`src/rtl/ni_packet_tx.sv`:
```
// Network-interface transmitter: serialises a send request plus payload words into a HEADER/BODY/TAIL wormhole packet.
// Optional NI_TX_STATS_EN adds saturating flit/stall counters. Flit = {type[1:0], payload[31:0]}, address = {x[3:0], y[3:0]}.
module ni_packet_tx #(
  parameter int X     = 1,
  parameter int Y     = 1,
  parameter int LEN_W = 8
) (
  input  logic             clk_i,
  input  logic             rst_i,
  input  logic             req_valid_i,
  output logic             req_ready_o,
  input  logic [7:0]       req_dst_i,
  input  logic [LEN_W-1:0] req_len_i,
  input  logic             data_valid_i,
  output logic             data_ready_o,
  input  logic [31:0]      data_i,
  output logic [33:0]      link_flit_o,
  output logic             link_enable_o,
  input  logic             link_ack_i,
  output logic             busy_o,
  output logic             err_self_o
`ifdef NI_TX_STATS_EN
  ,
  output logic [31:0]      stat_flits_o,
  output logic [31:0]      stat_stall_o
`endif
);

  typedef enum logic [2:0] {
    S_IDLE,
    S_PAYLOAD,
    S_TAIL_LOAD,
    S_TAIL_WAIT,
    S_DRAIN
  } state_e;

  localparam logic [7:0]       SELF_ADDR = {4'(X), 4'(Y)};
  localparam logic [1:0]       FT_HEAD   = 2'b01;
  localparam logic [1:0]       FT_BODY   = 2'b10;
  localparam logic [1:0]       FT_TAIL   = 2'b11;
  localparam logic [LEN_W-1:0] ZERO      = '0;
  localparam logic [LEN_W-1:0] ONE       = LEN_W'(1);
  localparam logic [LEN_W-1:0] TWO       = LEN_W'(2);

  state_e           state_q;
  logic [33:0]      flit_q;
  logic             enable_q;
  logic [LEN_W-1:0] cnt_q;
  logic             err_q;
  logic             init_q;

  logic xfer, reg_free, req_ready, data_ready, req_fire, data_fire, req_self;

  always_comb begin
    xfer       = enable_q && link_ack_i;
    reg_free   = !enable_q || link_ack_i;
    req_ready  = init_q && ((state_q == S_IDLE) || (state_q == S_TAIL_WAIT && link_ack_i));
    data_ready = 1'b0;
    case (state_q)
      S_PAYLOAD:   data_ready = reg_free && (cnt_q > ONE);
      S_TAIL_LOAD: data_ready = reg_free && (cnt_q == ONE);
      S_DRAIN:     data_ready = (cnt_q != ZERO);
      default:     data_ready = 1'b0;
    endcase
    req_fire  = req_valid_i && req_ready;
    data_fire = data_valid_i && data_ready;
    req_self  = (req_dst_i == SELF_ADDR);
  end

  always_ff @(posedge clk_i) begin
    if (rst_i) begin
      state_q  <= S_IDLE;
      flit_q   <= '0;
      enable_q <= 1'b0;
      cnt_q    <= '0;
      err_q    <= 1'b0;
      init_q   <= 1'b0;
    end else begin
      init_q <= 1'b1;
      err_q  <= req_fire && req_self;
      // A transferred flit frees the register; any load below re-asserts enable.
      if (xfer) enable_q <= 1'b0;
      case (state_q)
        S_IDLE, S_TAIL_WAIT: begin
          if (req_fire) begin
            cnt_q <= req_len_i;
            if (req_self) begin
              state_q <= (req_len_i == ZERO) ? S_IDLE : S_DRAIN;
            end else begin
              flit_q   <= {FT_HEAD, 24'h0, req_dst_i};
              enable_q <= 1'b1;
              state_q  <= (req_len_i <= ONE) ? S_TAIL_LOAD : S_PAYLOAD;
            end
          end else if (state_q == S_TAIL_WAIT && xfer) begin
            state_q <= S_IDLE;
          end
        end
        S_PAYLOAD: begin
          if (data_fire) begin
            flit_q   <= {FT_BODY, data_i};
            enable_q <= 1'b1;
            cnt_q    <= cnt_q - ONE;
            if (cnt_q == TWO) state_q <= S_TAIL_LOAD;
          end else if (cnt_q <= ONE) begin
            state_q <= S_TAIL_LOAD;
          end
        end
        S_TAIL_LOAD: begin
          if (cnt_q == ZERO) begin
            if (reg_free) begin
              flit_q   <= {FT_TAIL, 32'h0};
              enable_q <= 1'b1;
              state_q  <= S_TAIL_WAIT;
            end
          end else if (data_fire) begin
            flit_q   <= {FT_TAIL, data_i};
            enable_q <= 1'b1;
            cnt_q    <= ZERO;
            state_q  <= S_TAIL_WAIT;
          end
        end
        S_DRAIN: begin
          if (data_fire) begin
            cnt_q <= cnt_q - ONE;
            if (cnt_q == ONE) state_q <= S_IDLE;
          end
        end
        default: state_q <= S_IDLE;
      endcase
    end
  end

  assign req_ready_o   = req_ready;
  assign data_ready_o  = data_ready;
  assign link_flit_o   = flit_q;
  assign link_enable_o = enable_q;
  assign busy_o        = (state_q != S_IDLE);
  assign err_self_o    = err_q;

`ifdef NI_TX_STATS_EN
  logic [31:0] stat_flits_q, stat_flits_d;
  logic [31:0] stat_stall_q, stat_stall_d;

  always_comb begin
    stat_flits_d = stat_flits_q;
    stat_stall_d = stat_stall_q;
    if (xfer && stat_flits_q != 32'hFFFF_FFFF) stat_flits_d = stat_flits_q + 32'd1;
    if (enable_q && !link_ack_i && stat_stall_q != 32'hFFFF_FFFF) stat_stall_d = stat_stall_q + 32'd1;
  end

  always_ff @(posedge clk_i) begin
    if (rst_i) begin
      stat_flits_q <= '0;
      stat_stall_q <= '0;
    end else begin
      stat_flits_q <= stat_flits_d;
      stat_stall_q <= stat_stall_d;
    end
  end

  assign stat_flits_o = stat_flits_q;
  assign stat_stall_o = stat_stall_q;
`endif

endmodule

```
`config.mk`:
```
export PLATFORM = sky130hd
export DESIGN_NAME = ni_packet_tx
export DESIGN_NICKNAME = d
export VERILOG_FILES = /design/src/rtl/ni_packet_tx.sv
export SDC_FILE = /design/constraint.sdc
export NUM_CORES = 1
export LEC_CHECK = 0
export CAP_MARGIN = 30
export CELL_PAD_IN_SITES_DETAIL_PLACEMENT = 0
export CELL_PAD_IN_SITES_GLOBAL_PLACEMENT = 1
export CORE_MARGIN = 3
export CORE_UTILIZATION = 35
export DETAILED_ROUTE_END_ITERATION = 8
export GPL_ROUTABILITY_DRIVEN = 0
export PLACE_DENSITY_LB_ADDON = 0.1
export SKIP_CTS_REPAIR_TIMING = 1
export SYNTH_ARGS = -nofsm -noshare
export SYNTH_HDL_FRONTEND = slang
export SYNTH_SLANG_ARGS = --single-unit
```
`constraint.sdc`:
```
create_clock -name clk_i -period 4.2 [get_ports clk_i]
set_input_delay 0.84 -clock clk_i [delete_from_list [all_inputs] [get_ports clk_i]]
set_output_delay 0.84 -clock clk_i [all_outputs]
set_load 0.01 [all_outputs]
```
==> results.md, run 1 <==
- Outcome: complete, no violations
- Ratio of cells with drive above 1 in the final layout: 5.744%
- Largest cells by area after synthesis: dfxtp_1 38%, mux2i_1 9.8%, nand2_1 9.3%
- Crit-path max FO: 6
- CTS Sinks: 48
- Vias in the first global route: 2,416
- Vias per inst: 5.203
- CTS clk-pin slew, worst paths: 0.09 ns
- Residual DRC count: 0
- Num CTS Buffers: 5
- Switching share of power: 31.18%
- Max Cap Viol: 0
- WP buf/inv: 2
- FF/Latch Area: 960.9 µm²
- Fill cells: 702
- Die H: 91.32 µm
- Core ar.: 6907 µm²
- Post-Synthesis Cells: 296
- Area of the multi-input gates: 1488 µm²
- DR iter-0 viols: 136
- Post-synthesis cell area: 2547 µm²
- Site Rows: 30
- Hold Path Class: flop to flop
- Pwr per Cell Area: 302.7 nW/µm²
- Post-DP HPWL: 5.320 mm
- Type of the worst setup path: flop to output port
- Post-Route WL: 7.239 mm
- Hold Crit Depth: 2
- Dpl ws: 0.8530 ns
- Crit path DAT: 2.57 ns
- Worst slew pin tran: 0.7639 ns
- CP Depth: 6
- Fin Clk Skew: 0.007290 ns
- Clk Latency, worst-skew pair: 0.30 ns
- Pwr Total: 0.001102 W
- CP startpoint kind: flop
- Main synth FF type: dfxtp_1
- Sequential area share after synthesis: 37.72%
- Crit-path leading delay family: buffers and inverters
- Leakage: 1.366 nW
- Gate power share: 27.4%
- Sequential share of power: 45.3%
- Critical path's slowest cell: clkdlybuf4s50_1
- Reg2Reg Depth: 8
- Fin. Hold Viols: 0
- Starting density of the core: 36.88%
- Yosys top cell by area: dfxtp_1
- Asr flop ratio synth: 0%
- Peak VDD IR: 0.1310 mV
- Final antenna-violating net count: 0
- Layout area overhead: 42.93%
- Yosys top cell area share: 37.72%
- Internal Pwr Total: 0.0007585 W
- Crit-path max cell delay: 0.60 ns
- Setup TNS: 0 ns
- Synth warn: 0
- Largest net degree at the start of global routing: 26
- Routed WL per cell: 15.11 µm
- Tot GR Track Use: 17.14%
- CTS tree: built
- Setup violations, final: 0
- Fin crit share: 81.12%
- N_diodes: 0
- Final Max Slew Viols: 0
- Vias: 2,492
- Sw power: 0.0003437 W
- Layout net count: 438
- Achievable clock frequency: 0.2935 GHz
- Clock share of power: 27.3%
- Total congestion overflow: 0
- Number of synthesized flops with an enable pin: 0
- Fin worst setup slack: 0.7928 ns
- Synth cell types: 53
- Initial antenna violation count: 0
- Relative slew slack: 48.60%
- Root buffer cell: clkbuf_8
- Min Tclk post-route: 3.407 ns
- Syn_nets: 352
- RSZ-0062 raised after global routing: false
- Die area: 8338 µm²
- Port buffer count: 91
- Clock tree buffer depth: 2
- CP Cell Sequence: inv_1, ha_1, or2_0, a311o_2, o221ai_4, clkdlybuf4s50_1
- Seq cells post-synth: 48
- H-tree lvl count: 2
- Critical Path RT: 3.36 ns
- Mean Syn Cell Area: 8.606 µm²
- First-pass iteration count of the detailed router: 4
- First-pass GRT wire length: 11.72 mm
- Die width: 91.32 µm
- Worst setup EP type: output port
- Io pins: 92
-- synthesized netlist by cell type (2+ instances only) --
library cell,number
o21ai_0,11
o311ai_0,5
buf_6,2
nand2b_1,6
buf_2,4
o31ai_1,5
a32oi_1,13
a311oi_1,4
a21o_1,3
nor2b_1,5
nor3_1,5
inv_1,6
nor2_1,11
nor4_1,2
dfxtp_1,48
clkbuf_1,9
a21oi_1,24
and2_1,4
ha_1,3
nor3b_1,3
nand2_1,63
nand4_1,2
nand3_1,2
nor4b_1,2
mux2i_1,25
a211oi_1,2
-- per-stage QoR --
step | hold slack, ns | instances | utilization, % | instance area (µm²)
5_1_grt | 0.4840 | 479 | 52.72 | 3641
6_report | 0.4626 | 479 | 52.72 | 3641
3_5_place_dp | 0.4536 | 471 | 51.32 | 3545
4_1_cts | 0.4668 | 479 | 52.72 | 3641
2_1_floorplan | 0.4823 | 296 | - | 2547
3_3_place_gp | 0.4427 | 470 | 50.92 | 3517
-- area by class of cell --
type | count | area share [%]
inverters | 6 | 0.6186
multi-input cells | 227 | 40.86
repair buffers | 94 | 26.19
well taps | 96 | 3.299
flip-flops and latches | 48 | 26.39
clock buffers | 6 | 2.268
clock inverters | 2 | 0.3780
-- sequential cells by signal, summed over array words and instances (netlist names) --
name and count:
cnt_q 8, link_flit_o 34, err_self_o 1, state_q 3, init_q 1, link_enable_o 1
-- power groups by stage --
stage                     Clock, W  Sequential, W  Combinational, W
after global routing      0.000328       0.000503          0.000330
after floorplan                  0       0.000510          0.000179
after detailed placement         0       0.000510          0.000302
after CTS                 0.000310       0.000500          0.000304
final                     0.000301       0.000499          0.000302
after global placement           0       0.000509          0.000299
-- placed cells by master (no fill, tap or decap), types with 2 or more instances in the layout --
cell / n
ha_1: 3
buf_4: 2
a32oi_1: 13
clkbuf_8: 6
a21oi_1: 24
nor4_1: 2
o311ai_0: 5
nor2_1: 11
a211oi_1: 2
mux2i_1: 25
a311oi_1: 4
and2_1: 4
nand4_1: 2
nor3b_1: 3
nand2_1: 63
nor2b_1: 5
dfxtp_1: 48
o21ai_0: 11
a21o_1: 3
nor4b_1: 2
inv_1: 6
nand2b_1: 6
nor3_1: 5
o31ai_1: 5
clkdlybuf4s50_1: 91
nand3_1: 2
-- tightest hold or removal path, stage by stage (launching register included) --
cell and delay (ns):
dfxtp_1 0.32, nand2_1 0.05, mux2i_1 0.05
-- cells by family (layout without fill, tap and decap cells) --
kind of cell / count (synthesis) / count (layout) / share of synthesized area, %
XOR/XNOR: 1 / 1 / 0.3439
buffers and inverters: 21 / 108 / 3.880
AO/OA/AOI/OAI: 82 / 82 / 23.77
adder cells (fa/ha/maj): 3 / 3 / 1.474
AND/OR/NAND/NOR: 114 / 114 / 22.00
flip-flops: 48 / 48 / 37.72
multiplexers: 27 / 27 / 10.81
-- final timing paths --
path	from	end	slack, ns
setup / recovery	cnt_q[0]	data_ready_o	0.79
setup reg to reg	cnt_q[0]	state_q[0]	1.46
hold reg to reg	link_flit_o[30]	link_flit_o[30]	0.46
hold / removal	link_flit_o[30]	link_flit_o[30]	0.46
-- metal layers --
| metal | vias up | share of wire (%) | track usage, % |
|---|---|---|---|
| met1 | 1164 | 44 | 21.27 |
| met2 | 66 | 47 | 27.96 |
| li1 | 1252 | - | - |
| met3 | 10 | 6.8 | 5.717 |
| met5 | - | 0 | 0 |
| met4 | 0 | 1.5 | 5.528 |
Power figures use the tool's default switching activity.
==> inputs of run 2 (changes only) <==
- CORE_UTILIZATION: 35 -> 29
- clock period: 4.2 -> 3 ns (I/O delays scaled with it)
==> run 2 against run 1 <==
  * Setup slack got worse by 0.53 ns
  * Count of clock-buffer cells in the layout unchanged
  * Hold slack barely moved
  * Critical path type unchanged
  * Critical path depth did not move
  * Routed wire length increased by 5.3%
  * Flip-flop and latch count unchanged
  * Sequential power grew 39%
  * Core utilization fell by 8.5 points
  * Clock power is 31% higher
  * Non-clock buffer count is 10 higher
  * Clock skew is 0.0034 ns higher
  * Global-route usage shrank 1.6 points
==> results.md, run 2 (same netlist as run 1, synthesis figures left out) <==
- Area of the multi-input gates: 1488 µm² (unchanged)
- Largest register FFs: 34 (unchanged)
- Fill cells: 835 (was 702)
- WP buf/inv: 2 (unchanged)
- Post-DP HPWL: 5.656 mm (was 5.320 mm)
- Type of the worst setup path: flop to output port (unchanged)
- Worst setup EP type: output port (unchanged)
- Die width: 99.73 µm (was 91.32 µm)
- Residual DRC count: 0 (unchanged)
- Fin crit share: 91.32%
- N_diodes: 0 (unchanged)
- Tot GR Track Use: 15.58% (was 17.14%)
- Commonest non-fill, non-tap cell in the layout: clkdlybuf4s50_1 (unchanged)
- Final antenna-violating net count: 0 (unchanged)
- RSZ-0062 raised after global routing: false (unchanged)
- Max Cap Viol: 0 (unchanged)
- CTS tree: built (unchanged)
- Hold Path Class: flop to flop (unchanged)
- Gate power share: 28.8% (was 27.4%)
- Sequential share of power: 45.4% (was 45.3%)
- First-pass iteration count of the detailed router: 4 (unchanged)
- Peak VDD IR: 0.2062 mV (was 0.1310 mV)
- Die H: 99.73 µm (was 91.32 µm)
- Min Tclk post-route: 2.740 ns
- Port buffer count: 91 (unchanged)
- Clock share of power: 25.7% (was 27.3%)
- Fin. Hold Viols: 0 (unchanged)
- Vias per inst: 5.030 (was 5.203)
- Fin Clk Skew: 0.01067 ns (was 0.007290 ns)
- Final Max Slew Viols: 0 (unchanged)
- Clk Latency, worst-skew pair: 0.30 ns (about the same)
- DR iter-0 viols: 106 (was 136)
- Die area: 9945 µm² (was 8338 µm²)
- Relative slew slack: 42.00% (was 48.60%)
- Setup TNS: 0 ns (unchanged)
- Vias: 2,505 (was 2,492)
- CP startpoint kind: flop (unchanged)
- CP Cell Sequence: inv_1, ha_1, or2_0, a311o_2, o221ai_4, dlymetal6s2s_1 (was inv_1, ha_1, or2_0, a311o_2, o221ai_4, clkdlybuf4s50_1)
- Final Cell Area: 3702 µm² (was 3641 µm²)
- Crit path DAT: 2.14 ns (was 2.57 ns)
- Total congestion overflow: 0 (unchanged)
- Site Rows: 33 (was 30)
- Outcome: complete, no violations (unchanged)
- Crit-path max cell delay: 0.42 ns (was 0.60 ns)
- Setup violations, final: 0 (unchanged)
- Achievable clock frequency: 0.3650 GHz
- First-pass GRT wire length: 12.56 mm (was 11.72 mm)
- CTS clk-pin slew, worst paths: 0.10 ns (was 0.09 ns)
- Post-Route WL: 7.626 mm (was 7.239 mm)
- Initial antenna violation count: 0 (unchanged)
- Starting density of the core: 30.39% (was 36.88%)
- Sw power: 0.0004827 W (was 0.0003437 W)
- Cell Count, Final, Fillers Out: 498 (was 479)
- Pwr per Cell Area: 413.5 nW/µm² (was 302.7 nW/µm²)
- Worst slew pin tran: 0.8620 ns (was 0.7639 ns)
- Io pins: 92 (unchanged)
- FF/Latch Area: 960.9 µm² (unchanged)
- Crit-path leading delay family: compound AO/OA/AOI/OAI gates (was buffers and inverters)
- Most frequent cells in the layout: 90 x clkdlybuf4s50_1, 63 x nand2_1, 48 x dfxtp_1 (was 91 x clkdlybuf4s50_1, 63 x nand2_1, 48 x dfxtp_1)
- Leakage: 1.417 nW (was 1.366 nW)
- Num CTS Buffers: 5 (unchanged)
- Final core occ: 44.17% (was 52.72%)
- Root buffer cell: clkbuf_8 (unchanged)
- Clock tree buffer depth: 2 (unchanged)
- Placed cell area: 3611 µm² (was 3545 µm²)
- Routed WL per cell: 15.31 µm (was 15.11 µm)
- Layout area overhead: 45.33% (was 42.93%)
- Switching share of power: 31.53% (was 31.18%)
- Largest net degree at the start of global routing: 25 (was 26)
- Vias in the first global route: 2,539 (was 2,416)
- H-tree lvl count: 2 (unchanged)
- Critical path's slowest cell: a311o_2 (was clkdlybuf4s50_1)
- Critical Path RT: 2.40 ns (was 3.36 ns)
- CTS Sinks: 48 (unchanged)
- Core ar.: 8382 µm² (was 6907 µm²)
- Crit-path max FO: 6 (unchanged)
- Layout net count: 448 (was 438)
- Ratio of cells with drive above 1 in the final layout: 7.888% (was 5.744%)
- Placed Cells: 490 (was 471)
- Internal Pwr Total: 0.001048 W (was 0.0007585 W)
run 2: cell count changes in the layout (fill, tap and decap cells not counted), sizes merged:
cell           previous run  this run
clkdlybuf4s50            91        90
inv                       7         6
dlymetal6s2s              0         1
buf                       3        13
clkinvlp                  0         1
run 2: layout make-up:
cell class                 instances  area share (%)
inverter                           6          0.6083
sequential                        48           25.95
timing repair buffer             104           27.31
clock inverter                     2          0.4393
multi-input combinational        227           40.18
tap                              105           3.548
clock buffer                       6           1.960
run 2: path summary, 6_finish.rpt:
check	startpoint	endpoint	slack, ns	cells past startpoint
worst max-delay path	cnt_q[0]	data_ready_o	0.26	6
worst min-delay path	link_flit_o[10]	link_flit_o[10]	0.46	2
worst max register to register	cnt_q[0]	state_q[0]	0.31	8
worst min register to register	link_flit_o[10]	link_flit_o[10]	0.46	2
run 2: per-layer routing:
metal	track usage [%]	vias to the layer above	wire length, µm
li1	-	1276	-
met1	19.73	1159	3414
met2	25.04	62	3551
met3	5.610	8	560
met4	4.202	0	99
met5	0	-	0
run 2: power groups by stage:
stage / Clock [W] / Sequential [W] / Combinational [W]
floorplan: 0 / 0.000713 / 0.000250
global placement: 0 / 0.000710 / 0.000446
detailed placement: 0 / 0.000710 / 0.000442
CTS: 0.000416 / 0.000696 / 0.000444
global route: 0.000443 / 0.000702 / 0.000481
finish: 0.000394 / 0.000696 / 0.000441
run 2: tightest hold or removal path, cell delays in order (launching register included):
cell and delay (ns):
dfxtp_1 0.32, nand2_1 0.05, mux2i_1 0.05
run 2: through the flow:
stage	setup slack [ns]	hold WS, ns	total power, W
4_1_cts	-0.1518	0.4695	0.001556
3_3_place_gp	0.2439	0.4436	0.001156
3_5_place_dp	0.2055	0.4506	0.001152
6_report	0.2604	0.4629	0.001531
5_1_grt	0.1018	0.4860	0.001626
2_1_floorplan	0.5766	0.4823	0.0009637
